[config.mk]
export PLATFORM = sky130hd
export DESIGN_NAME = booth_divider
export DESIGN_NICKNAME = d
export VERILOG_FILES = /design/src/rtl/booth_pkg.sv /design/src/rtl/nrdiv_step.sv /design/src/rtl/booth_divider.sv
export SDC_FILE = /design/constraint.sdc
export NUM_CORES = 1
export LEC_CHECK = 0
export ABC_CLOCK_PERIOD_IN_PS = 7200
export CORE_UTILIZATION = 40
export CTS_CLUSTER_DIAMETER = 100
export DETAILED_ROUTE_END_ITERATION = 7
export PLACE_DENSITY = 0.7
export REMOVE_ABC_BUFFERS = 1
export SLEW_MARGIN = 40
export SYNTH_ARGS = -nofsm -noshare
export SYNTH_HDL_FRONTEND = slang
export SYNTH_HIERARCHICAL = 1
export SYNTH_SLANG_ARGS = --single-unit
[constraint.sdc]
create_clock -name clk -period 7.2 [get_ports clk]
set_clock_uncertainty 0.05 [all_clocks]
set_input_delay 0.72 -clock clk [delete_from_list [all_inputs] [get_ports clk]]
set_output_delay 0.72 -clock clk [all_outputs]
set_load 0.005 [all_outputs]
[src/rtl/booth_pkg.sv]
// Shared constants and FSM state encoding for the signed non-restoring divider.
package booth_pkg;

  localparam int BOOTH_W = 16;

  typedef enum logic [2:0] {
    S_IDLE     = 3'd0,
    S_LOAD_HI  = 3'd1,
    S_LOAD_LO  = 3'd2,
    S_LOAD_DIV = 3'd3,
    S_RUN      = 3'd4,
    S_FIX      = 3'd5
  } state_t;

endpackage

[src/rtl/nrdiv_step.sv]
// One non-restoring division iteration on magnitudes: shift {P,Q}, add/subtract d, emit quotient bit.
module nrdiv_step #(
  parameter int W = 16
) (
  input  logic [W:0]   p,
  input  logic [W-1:0] q,
  input  logic [W-1:0] d,
  output logic [W:0]   p_next,
  output logic [W-1:0] q_next
);

  logic [W:0] p_shift;
  logic [W:0] d_ext;

  assign p_shift = {p[W-1:0], q[W-1]};
  assign d_ext   = {1'b0, d};

  // A negative partial remainder is repaired on the next step instead of restored now.
  assign p_next = p[W] ? (p_shift + d_ext) : (p_shift - d_ext);
  assign q_next = {q[W-2:0], ~p_next[W]};

endmodule

[src/rtl/booth_divider.sv]
// Signed 2W/W divider: operands loaded serially on data_in, W non-restoring iterations, sign fix-up.
module booth_divider
  import booth_pkg::*;
#(
  parameter int W = BOOTH_W
) (
  input  logic           clk,
  input  logic           rst_n,
  input  logic           start,
  input  logic [W-1:0]   data_in,
  output logic [2*W-1:0] result,
  output logic           busy,
  output logic           done,
  output logic           div_by_zero,
  output logic           overflow
);

  localparam int CW = $clog2(W);
  localparam logic [CW-1:0] LAST_ITER = CW'(W - 1);
  localparam logic [W-1:0]  Q_POS_MAX = {1'b0, {(W-1){1'b1}}};
  localparam logic [W-1:0]  Q_NEG_MAX = {1'b1, {(W-1){1'b0}}};

  state_t        state_reg;
  logic [CW-1:0] cnt_reg;
  logic [W-1:0]  hi_reg;
  logic [W-1:0]  lo_reg;
  logic [W:0]    p_reg;
  logic [W-1:0]  q_reg;
  logic [W-1:0]  d_reg;
  logic          qsign_reg;
  logic          rsign_reg;

  logic [2*W-1:0] dividend;
  logic [2*W-1:0] dvd_mag;
  logic           dvd_neg;
  logic [W-1:0]   dvs_mag;
  logic           dvs_neg;
  logic           dvs_zero;
  logic           too_big;

  // Divisor is taken straight off the bus in LOAD_DIV, so its magnitude is formed combinationally.
  assign dividend = {hi_reg, lo_reg};
  assign dvd_neg  = hi_reg[W-1];
  assign dvd_mag  = dvd_neg ? -dividend : dividend;
  assign dvs_neg  = data_in[W-1];
  assign dvs_mag  = dvs_neg ? -data_in : data_in;
  assign dvs_zero = (data_in == '0);
  assign too_big  = (dvd_mag[2*W-1:W] >= dvs_mag);

  logic [W:0]   p_next;
  logic [W-1:0] q_next;

  nrdiv_step #(.W(W)) u_step (
    .p      (p_reg),
    .q      (q_reg),
    .d      (d_reg),
    .p_next (p_next),
    .q_next (q_next)
  );

  logic [W-1:0] r_mag;
  logic [W-1:0] r_val;
  logic [W-1:0] q_val;
  logic         q_ovf;

  // The corrected remainder lies in [0, d), so W-bit wraparound of the add is harmless.
  assign r_mag = p_reg[W] ? (p_reg[W-1:0] + d_reg) : p_reg[W-1:0];
  assign r_val = rsign_reg ? -r_mag : r_mag;
  assign q_val = qsign_reg ? -q_reg : q_reg;
  assign q_ovf = qsign_reg ? (q_reg > Q_NEG_MAX) : (q_reg > Q_POS_MAX);

  always_ff @(posedge clk or negedge rst_n) begin
    if (!rst_n) begin
      state_reg   <= S_IDLE;
      cnt_reg     <= '0;
      hi_reg      <= '0;
      lo_reg      <= '0;
      p_reg       <= '0;
      q_reg       <= '0;
      d_reg       <= '0;
      qsign_reg   <= 1'b0;
      rsign_reg   <= 1'b0;
      result      <= '0;
      busy        <= 1'b0;
      done        <= 1'b0;
      div_by_zero <= 1'b0;
      overflow    <= 1'b0;
    end else begin
      done <= 1'b0;
      case (state_reg)
        S_IDLE: begin
          if (start) begin
            state_reg <= S_LOAD_HI;
            busy      <= 1'b1;
          end
        end
        S_LOAD_HI: begin
          hi_reg    <= data_in;
          state_reg <= S_LOAD_LO;
        end
        S_LOAD_LO: begin
          lo_reg    <= data_in;
          state_reg <= S_LOAD_DIV;
        end
        S_LOAD_DIV: begin
          qsign_reg <= dvd_neg ^ dvs_neg;
          rsign_reg <= dvd_neg;
          d_reg     <= dvs_mag;
          p_reg     <= {1'b0, dvd_mag[2*W-1:W]};
          q_reg     <= dvd_mag[W-1:0];
          cnt_reg   <= '0;
          if (dvs_zero) begin
            result      <= '0;
            div_by_zero <= 1'b1;
            overflow    <= 1'b0;
            done        <= 1'b1;
            busy        <= 1'b0;
            state_reg   <= S_IDLE;
          end else if (too_big) begin
            // High half already >= divisor means the quotient cannot fit in W bits.
            result      <= '0;
            div_by_zero <= 1'b0;
            overflow    <= 1'b1;
            done        <= 1'b1;
            busy        <= 1'b0;
            state_reg   <= S_IDLE;
          end else begin
            state_reg <= S_RUN;
          end
        end
        S_RUN: begin
          p_reg   <= p_next;
          q_reg   <= q_next;
          cnt_reg <= cnt_reg + CW'(1);
          if (cnt_reg == LAST_ITER) begin
            state_reg <= S_FIX;
          end
        end
        S_FIX: begin
          div_by_zero <= 1'b0;
          overflow    <= q_ovf;
          result      <= q_ovf ? '0 : {r_val, q_val};
          done        <= 1'b1;
          busy        <= 1'b0;
          state_reg   <= S_IDLE;
        end
        default: begin
          state_reg <= S_IDLE;
          busy      <= 1'b0;
        end
      endcase
    end
  end

endmodule

==> impl_metrics.csv, run 1 <==
group,metric,value,unit
final_layout,insertedDiodeCount,0,
global_route,grt_use_total,0.196,
die,die_h,150,um
synthesis,synthArstFlopShare,1.00,
setup_path,crit_family,"simple AND/OR/NAND/NOR gates",
setup_path,crit_buf_inv,1,
synthesis,ys_ff_latch,126,
setup_path,crit_top_cell,"or4_4",
synthesis,ys_warn_count,6,
timing,tns,0,ns
synthesis,synth_area_leaders,"dfrtp_1, ha_1, xor2_1, xnor2_1, o21ai_0",
global_route,antenna_found_initial,0,
clock_tree,h-tree-depth,4,
timing,fin_crit,5.40,ns
setup_path,critPathLaunchType,"register",
clock_tree,cts.sinks,126,
timing,fmax,0.185,GHz
drt,ant_nets,0,
placement,portBuffers,54,
global_route,grt_pass1_vias,6967,
placement,dp_hpwl,15.3,mm
flow_run,max_cap_viol_count,0,
drt,detail_route.vias_per_cell,5.72,
final_layout,fin_util,0.477,
timing,relSlewSlack,0.534,
clock_tree,cts_root_buf,"clkbuf_16",
timing,min_period_over_period,0.749,
timing,final_max_slew_viol_count,0,
synthesis,synth_area_leader_cell,"dfrtp_1",
clock_tree,clk_latency,0.42,ns
setup_path,arrival,5.70,ns
die,die_w,150,um
synthesis,synth_area,8800,um2
timing,worst_slack,1.80,ns
clock_tree,numCtsBuffers,17,
drt,drt_wl_total,21.1,mm
setup_path,slowest_stage,"or4_4",
timing,rsz0062_at_grt,"no",
drt,firstDrtPassIters,5,
timing,tightestPinTransition,0.699,ns
setup_path,path_cells,"or3_4 -> or4_4 -> or4_4 -> or4_4 -> nand2b_4 -> o31ai_4 -> xnor2_1 -> ha_1 -> a21o_1 -> a21o_1 -> a211oi_1 -> nand2_1 -> a41oi_1 -> nor3_1 -> a21oi_4 -> buf_16 -> a22o_1",
synthesis,yosysMostFrequentCell,"dfrtp_1",
pwr,peakVddDrop,0.247,mV
synthesis,synthCells,929,
timing,holdWs,0.210,ns
final_layout,layout.nets,1032,
die,start_util,0.414,
drt,post-route-drc-count,0,
synthesis,ys_top_cells_by_count,"dfrtp_1, nand2_1, o21ai_0, xor2_1, ha_1",
clock_tree,postCtsSetupBuffers,0,
final_layout,largest_register_ffs,32,
setup_path,crit_path_end_kind,"register",
synthesis,synthFlopType,"dfrtp_1",
clock_tree,postCtsHoldBufs,0,
placement,place_congestion,0.903,
die,io_pins,55,
global_route,grt-ovfl-total,0,
drt,wl_per_cell,16.9,um
die,die_area,22600,um2
hold_path,hold_class,"input port to asynchronous set/reset pin",
timing,hold_violations,0,
timing,setup_viol_count_final,0,
setup_path,worstSetupPathType,"register to register",
global_route,grt_max_degree,71,
pwr,powerDensity,548,nW/um2
clock_tree,cts_tree,"built",
synthesis,synth_edf_count,0,
clock_tree,clk_transition_reported_paths,0.06,ns
synthesis,yosysSeqAreaShare,0.358,
placement,pre_cts_slack,1.86,ns
global_route,grt_pass1_wl,34.9,mm
die,num_rows,53,
pwr,power.leakage,4.37,nW
final_layout,final_layout_size_suffix_gt1_frac,0.109,
synthesis,netlist.area_leader.share,0.358,
clock_tree,clk_path_buf_depth,2,
synthesis,synth.avg_cell_area,9.48,um2
drt,drt_iter0_drc,485,
clock_tree,cts_resized,0,
die,design.core.area,21300,um2
final_layout,area_growth,15.3,%
setup_path,crit_path_max_incr_delay,0.53,ns
drt,vias,7129,
setup_path,path_max_fanout,19,
run_status,outcome,"finished clean",
synthesis,synthDistinctLibCells,73,
setup_path,worstPathRequired,7.51,ns
final cells by class:
type                            count  area [um2]
Sequential cell                   126        3150
Inverter                           29         109
Timing Repair Buffer               66         659
Clock inverter                     12         113
Clock buffer                       20         457
Tap cell                          275         344
Multi-Input combinational cell    718        5320
Fill cell                        1940       11100
logic make-up (layout without fill, tap and decap cells):
family	count (synthesis)	after routing	synth area share
mux	43	43	0.0534
flops	126	126	0.358
compound gates	284	284	0.220
simple gates	227	227	0.135
buf+inv	85	127	0.0429
xor+xnor	109	109	0.111
fa+ha+maj	55	55	0.0799
cells in the final DEF (no fill, tap or decap), types with 27 or more instances in the layout:
master	count
mux2_2	32
nor2_1	36
ha_1	53
inv_1	27
a22o_1	34
xnor2_1	51
o21ai_0	79
a21oi_1	39
dfrtp_1	126
xor2_1	57
clkdlybuf4s50_1	53
a22oi_1	28
nand2_1	92
worst register-to-register path: stages, from the launching register on:
cell and delay [ns]:
dfrtp_1 0.41, or3_4 0.41, or4_4 0.53, or4_4 0.52
or4_4 0.53, nand2b_4 0.20, o31ai_4 0.20, xnor2_1 0.17
ha_1 0.27, a21o_1 0.18, a21o_1 0.17, a211oi_1 0.32
nand2_1 0.08, a41oi_1 0.23, nor3_1 0.15, a21oi_4 0.53
buf_16 0.23, a22o_1 0.17
worst paths after layout:
path                                        start                      to  slack (ns)  cells past startpoint
max                         lo_reg[2]$_DFFE_PN0P_  result[15]$_DFFE_PN0P_        1.80                     17
min                                         rst_n  result[31]$_DFFE_PN0P_        0.21                      1
max reg2reg                 lo_reg[2]$_DFFE_PN0P_  result[15]$_DFFE_PN0P_        1.80                     17
min reg2reg                result[16]$_DFFE_PN0P_  result[16]$_DFFE_PN0P_        0.44                      1
max in group asynchronous                   rst_n   hi_reg[4]$_DFFE_PN0P_        5.82                      2
min in group clk           result[16]$_DFFE_PN0P_  result[16]$_DFFE_PN0P_        0.44                      1
routing by layer:
metal | wire length, um | vias up | GRT usage | share of wire
met5 | 0 | - | 0 | 0
met1 | 10100 | 3476 | 0.270 | 0.48
li1 | - | 3468 | - | -
met3 | 855 | 28 | 0.0327 | 0.041
met4 | 403 | 0 | 0.0717 | 0.019
met2 | 9680 | 157 | 0.308 | 0.46
where the power goes:
part           total, W  switching [W]  internal, W  leakage [nW]
logic           0.00327        0.00172      0.00155          2.50
registers       0.00147       0.000441      0.00103          1.59
clock network  0.000819       0.000325     0.000495         0.277
metrics by stage:
stage	instances	area [um2]	total power, W
6_report	1246	10200	0.00556
5_1_grt	1246	10200	0.00605
4_1_cts	1245	10100	0.00556
3_5_place_dp	1213	9570	0.00470
3_3_place_gp	1212	9530	0.00462
2_1_floorplan	873	8530	0.00382
(Power assumes the default switching activity.)
==> run 2: changes to the inputs <==
--- a/config.mk
+++ b/config.mk
@@ -5,11 +5,11 @@
 export SDC_FILE = /design/constraint.sdc
 export NUM_CORES = 1
 export LEC_CHECK = 0
-export ABC_CLOCK_PERIOD_IN_PS = 7200
+export ABC_CLOCK_PERIOD_IN_PS = 4400
 export CORE_UTILIZATION = 40
 export CTS_CLUSTER_DIAMETER = 100
 export DETAILED_ROUTE_END_ITERATION = 7
-export PLACE_DENSITY = 0.7
+export PLACE_DENSITY = 0.72
 export REMOVE_ABC_BUFFERS = 1
 export SLEW_MARGIN = 40
 export SYNTH_ARGS = -nofsm -noshare
==> constraint.sdc (replaced) <==
create_clock -name clk -period 4.4 [get_ports clk]
set_clock_uncertainty 0.05 [all_clocks]
set_input_delay 0.44 -clock clk [delete_from_list [all_inputs] [get_ports clk]]
set_output_delay 0.44 -clock clk [all_outputs]
set_load 0.005 [all_outputs]
==> run 2 against run 1 <==
- the run now ends with setup timing left
- largest cell class unchanged
- design area is 6.7% higher
- global-route usage is 1.4 points higher
- clock-buffer cell count is 2 lower
- largest power group unchanged
- non-clock buffer count is 66 higher
- critical path depth is 2 higher
==> impl_metrics.csv, run 2 (synthesized netlist as in run 1, its figures left out) <==
group,metric,value,unit
run_status,outcome,"finished with violations",
run_status,violations,"setup timing",
clock_tree,h-tree-depth,4,
global_route,grt_use_total,0.210,
die,design.core.area,21300,um2
final_layout,multi_input_area,5410,um2
drt,wl_per_cell,17.3,um
die,die_w,150,um
die,start_util,0.414,
clock_tree,clk_latency,0.43,ns
clock_tree,clk_transition_reported_paths,0.06,ns
pwr,switching_share,0.441,
pwr,pwr-share-comb,0.618,
timing,final_max_slew_viol_count,0,
final_layout,postLayoutCellArea,10800,um2
final_layout,fin_util,0.509,
final_layout,fillCellCount,1878,
final_layout,layout_commonest_cell,"dfrtp_1",
global_route,grt_pass1_wl,36.9,mm
drt,post-route-drc-count,0,
final_layout,stdcell_count,1312,
flow_run,max_cap_viol_count,0,
drt,drt_wl_total,22.7,mm
drt,firstDrtPassIters,5,
clock_tree,cts.sinks,126,
die,io_pins,55,
drt,wl_met2,10.7,mm
global_route,grt_max_degree,71,
timing,fmax,0.214,GHz
placement,dp.cells,1269,
final_layout,final_layout_size_suffix_gt1_frac,0.180,
timing,worst_slack,-0.278,ns
setup_path,r2r_start,"lo_reg[3]$_DFFE_PN0P_",
clock_tree,cts_tree,"built",
timing,min_period_over_period,1.06,
hold_path,min_from,"cnt_reg[3]$_DFFE_PN0P_",
timing,hold_violations,0,
global_route,grt_pass1_vias,7192,
timing,rsz0062_at_grt,"yes",
pwr,switchingPower,0.00434,W
pwr,p_int,0.00550,W
setup_path,arrival,4.99,ns
setup_path,worstSetupPathType,"register to register",
final_layout,layout_common_cells,"dfrtp_1, nand2_1, o21ai_0",
final_layout,area_growth,23.1,%
die,num_rows,53,
pwr,power.leakage,4.75,nW
drt,highest_layer,"met4",
placement,placed_cell_area,9990,um2
drt,dr_wl_met3,1.10,mm
timing,fin_crit,4.68,ns
setup_path,worstPathRequired,4.71,ns
clock_tree,clk_path_buf_depth,2,
final_layout,largest_register_ffs,32,
timing,setup_viol_count_final,35,
placement,dp_hpwl,16.2,mm
timing,tightestPinTransition,0.715,ns
hold_path,hold_class,"register to register",
drt,vias,7467,
pwr,power_frac_seq,0.243,
clock_tree,numCtsBuffers,17,
die,die_h,150,um
die,die_area,22600,um2
pwr,peakVddDrop,0.364,mV
setup_path,critPathLaunchType,"register",
clock_tree,cts_root_buf,"clkbuf_16",
global_route,grt-ovfl-total,0,
drt,drt_iter0_drc,466,
final_layout,insertedDiodeCount,0,
placement,portBuffers,54,
global_route,antenna_found_initial,0,
final_layout,layout.nets,1098,
drt,wl_met1,10.6,mm
drt,ant_nets,0,
final_layout,seq_area,3150,um2
pwr,clock_power_share,0.139,
setup_path,cp-startpoint,"lo_reg[3]$_DFFE_PN0P_",
setup_path,crit_path_end_kind,"register",
setup_path,path_max_fanout,10,
pwr,powerDensity,908,nW/um2
drt,detail_route.vias_per_cell,5.69,
placement,place_congestion,0.891,
timing,relSlewSlack,0.519,
run 2: worst max-delay path, stage by stage (launching register included):
cell,delay (ns)
dfrtp_1,0.39
or3_4,0.38
buf_4,0.15
or4_4,0.48
or4_4,0.43
or4_4,0.45
inv_1,0.09
nand2_2,0.09
o21ai_2,0.18
xnor2_1,0.18
ha_1,0.29
a21o_1,0.20
a211oi_2,0.24
nand2_1,0.09
a41oi_2,0.21
nor3_2,0.09
a21oi_4,0.18
buf_12,0.16
buf_12,0.13
a22o_1,0.15
run 2: metrics by stage:
stage / setup WS [ns] / hold WS (ns) / setup TNS [ns] / power (W)
finish: -0.278 / 0.453 / -8.71 / 0.00984
global placement: -0.365 / 0.438 / -12.40 / 0.00794
detailed placement: -0.449 / 0.436 / -15.10 / 0.00808
global route: -0.441 / 0.471 / -14.60 / 0.0107
floorplan: -1.39 / 0.0944 / -46.75 / 0.00624
CTS: -0.256 / 0.462 / -6.69 / 0.00972
run 2: area by class of cell:
class / count / area share
multi-input combinational: 718 / 0.499
clock inverter: 14 / 0.0120
inverter: 29 / 0.0100
sequential: 126 / 0.291
timing repair buffer: 132 / 0.116
clock buffer: 18 / 0.0405
tap: 275 / 0.0318
run 2: power groups by stage:
stage | combinational [W] | clock (W) | sequential [W]
final | 0.00608 | 0.00137 | 0.00239
after global routing | 0.00675 | 0.00144 | 0.00247
after CTS | 0.00595 | 0.00139 | 0.00238
after detailed placement | 0.00569 | 0 | 0.00239
after global placement | 0.00557 | 0 | 0.00237
after floorplan | 0.00400 | 0 | 0.00224
run 2: worst paths after layout:
path / slack, ns / cells after the start / to
max: -0.28 / 19 / result[11]$_DFFE_PN0P_
min: 0.45 / 1 / cnt_reg[3]$_DFFE_PN0P_
max reg2reg: -0.28 / 19 / result[11]$_DFFE_PN0P_
min reg2reg: 0.45 / 1 / cnt_reg[3]$_DFFE_PN0P_
max in group asynchronous: 2.86 / 3 / result[25]$_DFFE_PN0P_
min in group asynchronous: 0.52 / 2 / done$_DFF_PN0_
run 2: timing repair:
action / 4_1_cts / 5_1_grt
pin swaps: 33 / 11
gates resized for setup: 18 / 11
buffers inserted: 5 / 2
setup endpoints to repair: 37 / 37
hold endpoints to repair: 55 / 0
hold buffers: 1 / 0
cloned: 3 / 0
run 2: layer usage:
layer  up-vias  global-route usage
li1       3598                   -
met5         -                   0
met4         0              0.0606
met2       184               0.336
met1      3659               0.285
met3        26              0.0458
==> run 3: changes to the inputs <==
--- a/config.mk
+++ b/config.mk
@@ -7,11 +7,10 @@
 export LEC_CHECK = 0
 export ABC_CLOCK_PERIOD_IN_PS = 4400
 export CORE_UTILIZATION = 40
-export CTS_CLUSTER_DIAMETER = 100
 export DETAILED_ROUTE_END_ITERATION = 7
 export PLACE_DENSITY = 0.72
 export REMOVE_ABC_BUFFERS = 1
-export SLEW_MARGIN = 40
+export SLEW_MARGIN = 20
 export SYNTH_ARGS = -nofsm -noshare
 export SYNTH_HDL_FRONTEND = slang
 export SYNTH_HIERARCHICAL = 1
==> run 3 against run 2 <==
- the flow still finishes with violations (setup timing)
- flip-flop and latch count unchanged
- clock-buffer cell count unchanged
- fmax decreased by 1.2%
- routed wire length decreased by 0.97%
- total power decreased by 0.83%
- global-route usage decreased by 0.13 points
- first-iteration DRC count increased by 3.6%
- sequential power about the same
- clock power about the same
- largest power group unchanged
==> impl_metrics.csv, run 3 (synthesized netlist as in run 1, its figures left out) <==
group,metric,value,unit
run_status,outcome,"finished with violations",
run_status,violations,"setup timing",
die,start_util,0.414,
global_route,grt_use_total,0.209,
clock_tree,cts.sinks,126,
global_route,grt_pass1_wl,36.8,mm
placement,place_congestion,0.891,
timing,tightestPinTransition,0.904,ns
hold_path,hold_class,"input port to asynchronous set/reset pin",
global_route,grt_pass1_vias,7226,
die,num_rows,53,
global_route,grt_max_degree,71,
pwr,switching_share,0.443,
clock_tree,clk_transition_reported_paths,0.06,ns
drt,firstDrtPassIters,5,
clock_tree,clk_latency,0.43,ns
die,die_w,150,um
setup_path,crit_path_end_kind,"register",
flow_run,max_cap_viol_count,0,
die,die_h,150,um
final_layout,layout.nets,1094,
clock_tree,postCtsHoldBufs,0,
clock_tree,numCtsBuffers,17,
setup_path,path_max_fanout,10,
die,die_area,22600,um2
clock_tree,h-tree-depth,4,
timing,hold_violations,0,
final_layout,area_growth,21.9,%
pwr,powerDensity,909,nW/um2
pwr,power_frac_seq,0.244,
pwr,p_int,0.00544,W
setup_path,critPathLaunchType,"register",
placement,portBuffers,54,
pwr,clock_power_share,0.141,
drt,post-route-drc-count,0,
pwr,pwr-share-comb,0.614,
setup_path,worstSetupPathType,"register to register",
global_route,grt-ovfl-total,0,
setup_path,worstPathRequired,4.71,ns
timing,fmax,0.211,GHz
final_layout,insertedDiodeCount,0,
drt,vias,7403,
drt,detail_route.vias_per_cell,5.66,
die,design.core.area,21300,um2
drt,drt_wl_total,22.5,mm
pwr,peakVddDrop,0.349,mV
pwr,total_power,0.00976,W
clock_tree,cts_root_buf,"clkbuf_16",
final_layout,layout_commonest_cell,"dfrtp_1",
final_layout,final_layout_size_suffix_gt1_frac,0.173,
timing,worst_slack,-0.334,ns
pwr,power.leakage,4.71,nW
timing,setup_viol_count_final,36,
die,io_pins,55,
timing,rsz0062_at_grt,"yes",
drt,ant_nets,0,
pwr,switchingPower,0.00432,W
placement,dp_hpwl,16.2,mm
final_layout,largest_register_ffs,32,
clock_tree,cts_tree,"built",
drt,drt_iter0_drc,483,
global_route,antenna_found_initial,0,
drt,wl_per_cell,17.2,um
timing,min_period_over_period,1.08,
timing,fin_crit,4.73,ns
timing,relSlewSlack,0.396,
final_layout,layout_common_cells,"dfrtp_1, nand2_1, o21ai_0",
setup_path,arrival,5.04,ns
timing,holdWs,0.0721,ns
clock_tree,clk_path_buf_depth,2,
timing,final_max_slew_viol_count,0,
==> run 3: critical path: stages, from the launching register on <==
cell and delay, ns:
dfrtp_1 0.37, or3_4 0.40, or4_4 0.55, or4_4 0.44
or4_4 0.44, nand2b_4 0.17, o31ai_4 0.22, xnor2_2 0.15
ha_1 0.28, a21o_1 0.18, a21o_1 0.18, a211oi_2 0.21
nand2_1 0.09, a41oi_2 0.21, nor3_2 0.09, a21oi_4 0.19
buf_12 0.16, buf_12 0.13, a22o_1 0.15
==> run 3: power by group through the flow <==
stage / Combinational [W] / Clock [W] / Sequential, W
2_1_floorplan: 0.00400 / 0 / 0.00224
3_3_place_gp: 0.00557 / 0 / 0.00237
3_5_place_dp: 0.00569 / 0 / 0.00238
4_1_cts: 0.00591 / 0.00140 / 0.00238
5_1_grt: 0.00666 / 0.00145 / 0.00246
6_report: 0.00600 / 0.00138 / 0.00239
==> run 3: final timing paths <==
kind	slack [ns]	to	startpoint	depth (start not counted)
max in group asynchronous	3.21	result[21]$_DFFE_PN0P_	rst_n	2
setup / recovery	-0.33	result[11]$_DFFE_PN0P_	lo_reg[0]$_DFFE_PN0P_	18
hold reg to reg	0.45	result[3]$_DFFE_PN0P_	result[3]$_DFFE_PN0P_	1
setup reg to reg	-0.33	result[11]$_DFFE_PN0P_	lo_reg[0]$_DFFE_PN0P_	18
min in group clk	0.45	result[3]$_DFFE_PN0P_	result[3]$_DFFE_PN0P_	1
hold / removal	0.07	result[3]$_DFFE_PN0P_	rst_n	1
==> run 3: timing repair <==
action	4_1_cts	5_1_grt
endpoints found under the hold margin	0	0
endpoints found under the setup margin	37	37
gates resized for setup	12	8
buffers inserted	6	1
cloned	2	0
pin swaps	22	2
==> run 3: per-layer routing <==
metal,share of wire,track usage,routed length (um)
met5,0,0,0
met4,0.014,0.0616,320
met3,0.043,0.0406,959
met2,0.47,0.334,10500
met1,0.48,0.286,10700
==> run 3: final cells by class <==
| type | count | area, um2 |
|---|---|---|
| timing repair buffer | 128 | 1180 |
| fill | 1867 | 10600 |
| clock inverter | 14 | 133 |
| sequential | 126 | 3150 |
| multi-input combinational | 718 | 5370 |
| tap | 275 | 344 |
| inverter | 29 | 109 |
| clock buffer | 18 | 439 |
==> run 3: stage by stage <==
step | util | worst slack [ns] | instances | instance area [um2] | setup TNS (ns)
final | 0.504 | -0.334 | 1308 | 10700 | -10.50
after global routing | 0.504 | -0.476 | 1308 | 10700 | -15.88
after CTS | 0.503 | -0.290 | 1308 | 10700 | -8.89
after detailed placement | 0.469 | -0.434 | 1269 | 9980 | -14.55
after global placement | 0.469 | -0.365 | 1269 | 9980 | -12.40
after floorplan | - | -1.39 | 873 | 8530 | -46.75
